**src/rtl/keypad_front_end.sv**
```systemverilog
// Keypad input conditioning: 2-FF synchronizers, shared vector debouncer,
// single-digit press FSM and prioritised control pulse generation.
module keypad_front_end #(
  parameter int unsigned DEBOUNCE_CYCLES = 4,
  parameter int unsigned CNT_W           = $clog2(DEBOUNCE_CYCLES)
) (
  input  logic       clk,
  input  logic       hard_rst_n,
  input  logic [9:0] raw_keys,
  input  logic       raw_enter,
  input  logic       raw_clr,
  input  logic       raw_rst,
  output logic [9:0] keypad,
  output logic       enter,
  output logic       clr,
  output logic       rst,
  output logic       multi_err
);

  typedef enum logic [1:0] {StIdle, StPressed, StBlocked} state_e;

  logic [12:0]      r_sync1;
  logic [12:0]      r_sync2;
  logic [12:0]      r_cand;
  logic [CNT_W-1:0] r_cnt;
  logic [12:0]      r_stable;
  logic [2:0]       r_ctl_prev;
  state_e           r_state;
  logic [9:0]       r_keypad;
  logic             r_multi_err;
  logic             r_enter;
  logic             r_clr;
  logic             r_rst;

  state_e     w_state_nxt;
  logic [9:0] w_keypad_nxt;
  logic       w_multi_err_nxt;
  logic [9:0] w_d;
  logic       w_d_onehot;
  logic [2:0] w_ctl_rise;

  always_ff @(posedge clk or negedge hard_rst_n) begin
    if (!hard_rst_n) begin
      r_sync1  <= '0;
      r_sync2  <= '0;
      r_cand   <= '0;
      r_cnt    <= '0;
      r_stable <= '0;
    end else begin
      r_sync1 <= {raw_rst, raw_clr, raw_enter, raw_keys};
      r_sync2 <= r_sync1;
      // One counter for all 13 bits: any change restarts acceptance for every key.
      if (r_sync2 != r_cand) begin
        r_cand <= r_sync2;
        r_cnt  <= '0;
      end else if (r_cnt != CNT_W'(DEBOUNCE_CYCLES - 1)) begin
        r_cnt <= r_cnt + CNT_W'(1);
      end else begin
        r_stable <= r_cand;
      end
    end
  end

  assign w_d        = r_stable[9:0];
  assign w_d_onehot = (w_d != '0) && ((w_d & (w_d - 10'd1)) == '0);

  always_comb begin
    w_state_nxt     = r_state;
    w_keypad_nxt    = r_keypad;
    w_multi_err_nxt = 1'b0;
    unique case (r_state)
      StIdle: begin
        if (w_d_onehot) begin
          w_state_nxt  = StPressed;
          w_keypad_nxt = w_d;
        end else if (w_d != '0) begin
          w_state_nxt     = StBlocked;
          w_multi_err_nxt = 1'b1;
        end
      end
      StPressed: begin
        if (w_d == '0) begin
          w_state_nxt  = StIdle;
          w_keypad_nxt = '0;
        end else if (w_d != r_keypad) begin
          w_state_nxt     = StBlocked;
          w_keypad_nxt    = '0;
          w_multi_err_nxt = 1'b1;
        end
      end
      StBlocked: begin
        // Only a full release re-arms digit acceptance.
        w_keypad_nxt = '0;
        if (w_d == '0) begin
          w_state_nxt = StIdle;
        end
      end
      default: begin
        w_state_nxt  = StIdle;
        w_keypad_nxt = '0;
      end
    endcase
  end

  // Bit order {rst, clr, enter}; same-cycle losers are dropped.
  assign w_ctl_rise = r_stable[12:10] & ~r_ctl_prev;

  always_ff @(posedge clk or negedge hard_rst_n) begin
    if (!hard_rst_n) begin
      r_state     <= StIdle;
      r_keypad    <= '0;
      r_multi_err <= 1'b0;
      r_ctl_prev  <= '0;
      r_enter     <= 1'b0;
      r_clr       <= 1'b0;
      r_rst       <= 1'b0;
    end else begin
      r_state     <= w_state_nxt;
      r_keypad    <= w_keypad_nxt;
      r_multi_err <= w_multi_err_nxt;
      r_ctl_prev  <= r_stable[12:10];
      r_clr       <= w_ctl_rise[1];
      r_enter     <= w_ctl_rise[0] & ~w_ctl_rise[1];
      r_rst       <= w_ctl_rise[2] & ~w_ctl_rise[1] & ~w_ctl_rise[0];
    end
  end

  assign keypad    = r_keypad;
  assign multi_err = r_multi_err;
  assign enter     = r_enter;
  assign clr       = r_clr;
  assign rst       = r_rst;

endmodule
```
**config.mk**
```make
export PLATFORM = sky130hd
export DESIGN_NAME = keypad_front_end
export DESIGN_NICKNAME = d
export VERILOG_FILES = /design/src/rtl/keypad_front_end.sv
export SDC_FILE = /design/constraint.sdc
export NUM_CORES = 1
export LEC_CHECK = 0
export ABC_AREA = 1
export CAP_MARGIN = 0
export CORE_ASPECT_RATIO = 2
export CORE_UTILIZATION = 40
export CTS_CLUSTER_SIZE = 14
export DETAILED_ROUTE_END_ITERATION = 8
export SYNTH_ARGS = -nofsm -noshare
export SYNTH_HDL_FRONTEND = slang
export SYNTH_SLANG_ARGS = --single-unit
```
**constraint.sdc**
```tcl
create_clock -name clk -period 1.6 [get_ports clk]
set_clock_uncertainty 0.1 [all_clocks]
set_input_delay 0.24 -clock clk [delete_from_list [all_inputs] [get_ports clk]]
set_output_delay 0.24 -clock clk [all_outputs]
set_load 0.02 [all_outputs]
```
==> results.py, run 1 <==
metrics = {
    "status": {
        "status": "finished, violations left",
        "violations": "setup timing",
    },
    "worst_setup_path": {
        "r2r-start": "r_stable[0]",
        "slowest_delay_ns": 0.43,
        "worstReg2RegEnd": "keypad[3]",
        "crit_slowest_cell": "dfrtp_2",
        "cpLargestDelayFamily": "simple AND/OR/NAND/NOR gates",
        "rrSetupSlack_ns": -0.07,
        "cp.arrival_ns": 1.79,
        "critPathBufInv": 0,
        "cp-start-kind": "register",
        "endpoint_kind": "register",
        "cp-startpoint": "r_stable[0]",
        "crit_chain": "nor2_4, nand2_2, o21ai_1, nand2_2, nor2_4, nand3_2, nand2_4, nand2_4, nand2_1, nand2_1",
        "crit_required_ns": 1.72,
        "r2r_cells": 10,
        "worst-path-max-fanout": 5,
        "critical_path_cell_count": 10,
        "worst-setup-path-type": "reg -> reg",
    },
    "logic_synthesis": {
        "ys_top_cells_by_area": "dfrtp_1 62%, nand2_1 7.6%, xnor2_1 4.5%",
        "synth_area_um2": 2930,
        "syn_nets": 286,
        "synth-edff-count": 0,
        "ys_seq_area_share_pct": 62.4,
        "synthAdderAreaFrac_pct": 0.428,
        "synth_compound_area_share_pct": 4.83,
        "synth_common_cells": "73 x dfrtp_1, 59 x nand2_1, 21 x inv_1",
        "synth_top_area_share_pct": 62.4,
        "syn-instance-count": 270,
        "synth-xor-area-share_pct": 5.09,
        "synth_top_family_by_area": "simple AND/OR/NAND/NOR gates",
        "synth_top_area_cell": "dfrtp_1",
        "synth_warnings": 0,
        "yosysMostFrequentCell": "dfrtp_1",
        "synth_cell_types": 29,
        "synth_ff_type": "dfrtp_1",
        "yosys.area_share.simple_pct": 20.5,
        "syn_area_per_cell_um2": 10.8,
        "ys_ff_latch": 73,
        "async_flop_share_pct": 100,
        "synth.area.mux_share_pct": 0.342,
    },
    "timing": {
        "final.setup.tns_ns": -0.684,
        "hold_violations": 0,
        "maxSlewViolCount": 0,
        "fin_ws_ns": -0.0726,
        "setup_viol": 10,
        "rsz0062_at_grt": "true",
        "post-route-period-util_pct": 105,
        "fin_crit_ns": 1.67,
        "tightest_slew_ns": 0.537,
        "max_slew_margin_pct": 64.1,
        "fmax_mhz": 598,
    },
    "clock_network": {
        "cts_root_buf": "clkbuf_16",
        "cts_tree": "yes",
        "cts_buffers": 9,
        "clk_pin_slew_ns": 0.05,
        "clock_path_buffers": 2,
        "cts_sinks": 73,
        "clk_latency_ns": 0.33,
        "h-tree-depth": 3,
    },
    "grt": {
        "track_usage_pct": 14.3,
        "grt_max_degree": 31,
        "grt_pass1_wl_um": 8030,
        "antenna_found_initial": 0,
        "grt_pass1_vias": 1902,
        "gr-total-overflow": 0,
    },
    "min_path": {
        "hold_start": "r_sync1[8]",
        "whs_path_depth": 0,
        "hp-class": "reg -> reg",
        "min_to": "r_sync2[8]",
    },
    "floorplanning": {
        "num_rows": 43,
        "start_util_pct": 41.8,
        "core_um2": 6990,
        "die_x_um": 62.5,
        "num_io_pins": 29,
        "fp.dieH_um": 123,
        "die-area_um2": 7680,
    },
    "placement": {
        "globalplace.congestion": 0.802,
        "hpwl_um": 3430,
        "place_inst": 383,
        "port_buffers": 28,
    },
    "detailed_routing": {
        "drc_errors": 0,
        "vias_per_cell": 4.67,
        "vias": 1877,
        "antenna_left": 0,
        "wl_um": 4750,
        "drt-wirelength-per-cell_um": 11.8,
        "first_pass_iters": 4,
        "drtIter0Drc": 60,
    },
    "finish": {
        "antenna_cells": 0,
        "final_util_pct": 52.9,
        "fin_cells": 402,
        "syn_to_final_growth_pct": 26.4,
        "drive_above_1_share_pct": 27.6,
        "fin_nets": 324,
    },
    "power": {
        "irDropWorstVdd_v": 0.000805,
        "p_leak_nw": 1.87,
        "p_per_area_nw_per_um2": 1060,
    },
    "run": {
        "cap_violations": 0,
    },
}
[final cells by class]
class / instances / area (um2)
fillers: 658 / 3300
well taps: 90 / 113
flip-flops and latches: 73 / 1830
inverters: 23 / 87.6
multi-input cells: 158 / 973
clock inverters: 4 / 45.0
clock buffers: 11 / 233
repair buffers: 43 / 418
[cells in the final DEF (no fill, tap or decap), types with 3 or more instances in the layout]
cell type / n
dfrtp_1: 71
nand2_1: 46
inv_1: 21
nand2_2: 16
xnor2_1: 15
o21ai_2: 14
nand4_1: 13
nor2_1: 13
clkdlybuf4s50_1: 13
dlygate4sd2_1: 12
buf_4: 11
clkbuf_16: 9
or2_2: 6
nand3_1: 6
nor2_2: 5
nor2_4: 4
nand3_2: 4
clkinv_2: 4
nand2_4: 3
buf_12: 3
[registers in the layout (all words and copies together), names as in the netlist]
signal / cells
multi_err: 1
r_sync1: 13
r_ctl_prev: 3
keypad: 10
enter: 1
r_stable: 13
r_cand: 13
r_state: 2
rst: 1
r_sync2: 13
clr: 1
r_cnt: 2
[worst reg2reg max path: stages, from the launching register on]
cell and delay, ns:
dfrtp_2 0.43, nor2_4 0.17, nand2_2 0.07, o21ai_1 0.16, nand2_2 0.09, nor2_4 0.13
nand3_2 0.11, nand2_4 0.10, nand2_4 0.08, nand2_1 0.07, nand2_1 0.05
[logic make-up after synthesis]
family | after synthesis
AOI/OAI and AO/OA | 18
xor gates and xnor gates | 17
adders and majority gates | 1
buffers and inverters | 40
DFF | 73
muxes | 1
and+or+nand+nor | 120
[where the power goes]
group          switching [mW]  leakage (nW)  internal [mW]  total [mW]
logic                  0.0650         0.808         0.0634       0.128
registers              0.0233         0.926           1.90        1.92
clock network           0.670         0.139           1.19        1.86
[worst max-delay path by stage]
stage | endpoint
finish | keypad[3]
global route | keypad[8]
global placement | r_stable[2]
CTS | r_stable[7]
detailed placement | keypad[3]
floorplan | keypad[0]
[metal layers]
metal	global-route usage [%]	share of wire [%]	vias to the layer above
li1	-	-	925
met5	0	0	-
met2	26.5	59	37
met4	10.8	3.2	0
met3	4.80	3.4	12
met1	12.5	34	903
[stage by stage]
stage / hold slack [ns] / power, mW / cell area, um2 / worst slack (ns)
global placement: 0.0859 / 2.08 / 3340 / -0.0149
finish: 0.245 / 3.91 / 3700 / -0.0726
floorplan: -0.156 / 2.00 / 2930 / 0.0982
CTS: 0.234 / 3.98 / 3630 / -0.0438
global route: 0.238 / 4.09 / 3700 / -0.176
detailed placement: 0.0927 / 2.09 / 3340 / -0.0460
[timing repair]
| action | CTS | global route |
|---|---|---|
| endpoints found under the setup margin | 35 | 26 |
| hold buffers | 1 | 0 |
| pin swaps | 0 | 5 |
| gates cloned | 0 | 1 |
| endpoints found under the hold margin | 14 | 0 |
| setup buffers | 1 | 1 |
| resized for setup | 16 | 18 |
No activity file was read; power rests on OpenSTA's default activity.
==> inputs of run 2 (changes only) <==
--- a/config.mk
+++ b/config.mk
@@ -9,7 +9,7 @@
 export CAP_MARGIN = 0
 export CORE_ASPECT_RATIO = 2
 export CORE_UTILIZATION = 40
-export CTS_CLUSTER_SIZE = 14
+export CTS_CLUSTER_SIZE = 10
 export DETAILED_ROUTE_END_ITERATION = 8
 export SYNTH_ARGS = -nofsm -noshare
 export SYNTH_HDL_FRONTEND = slang
==> results of run 2 <==
The final DEF is identical to that of run 1; final timing and power are the same.
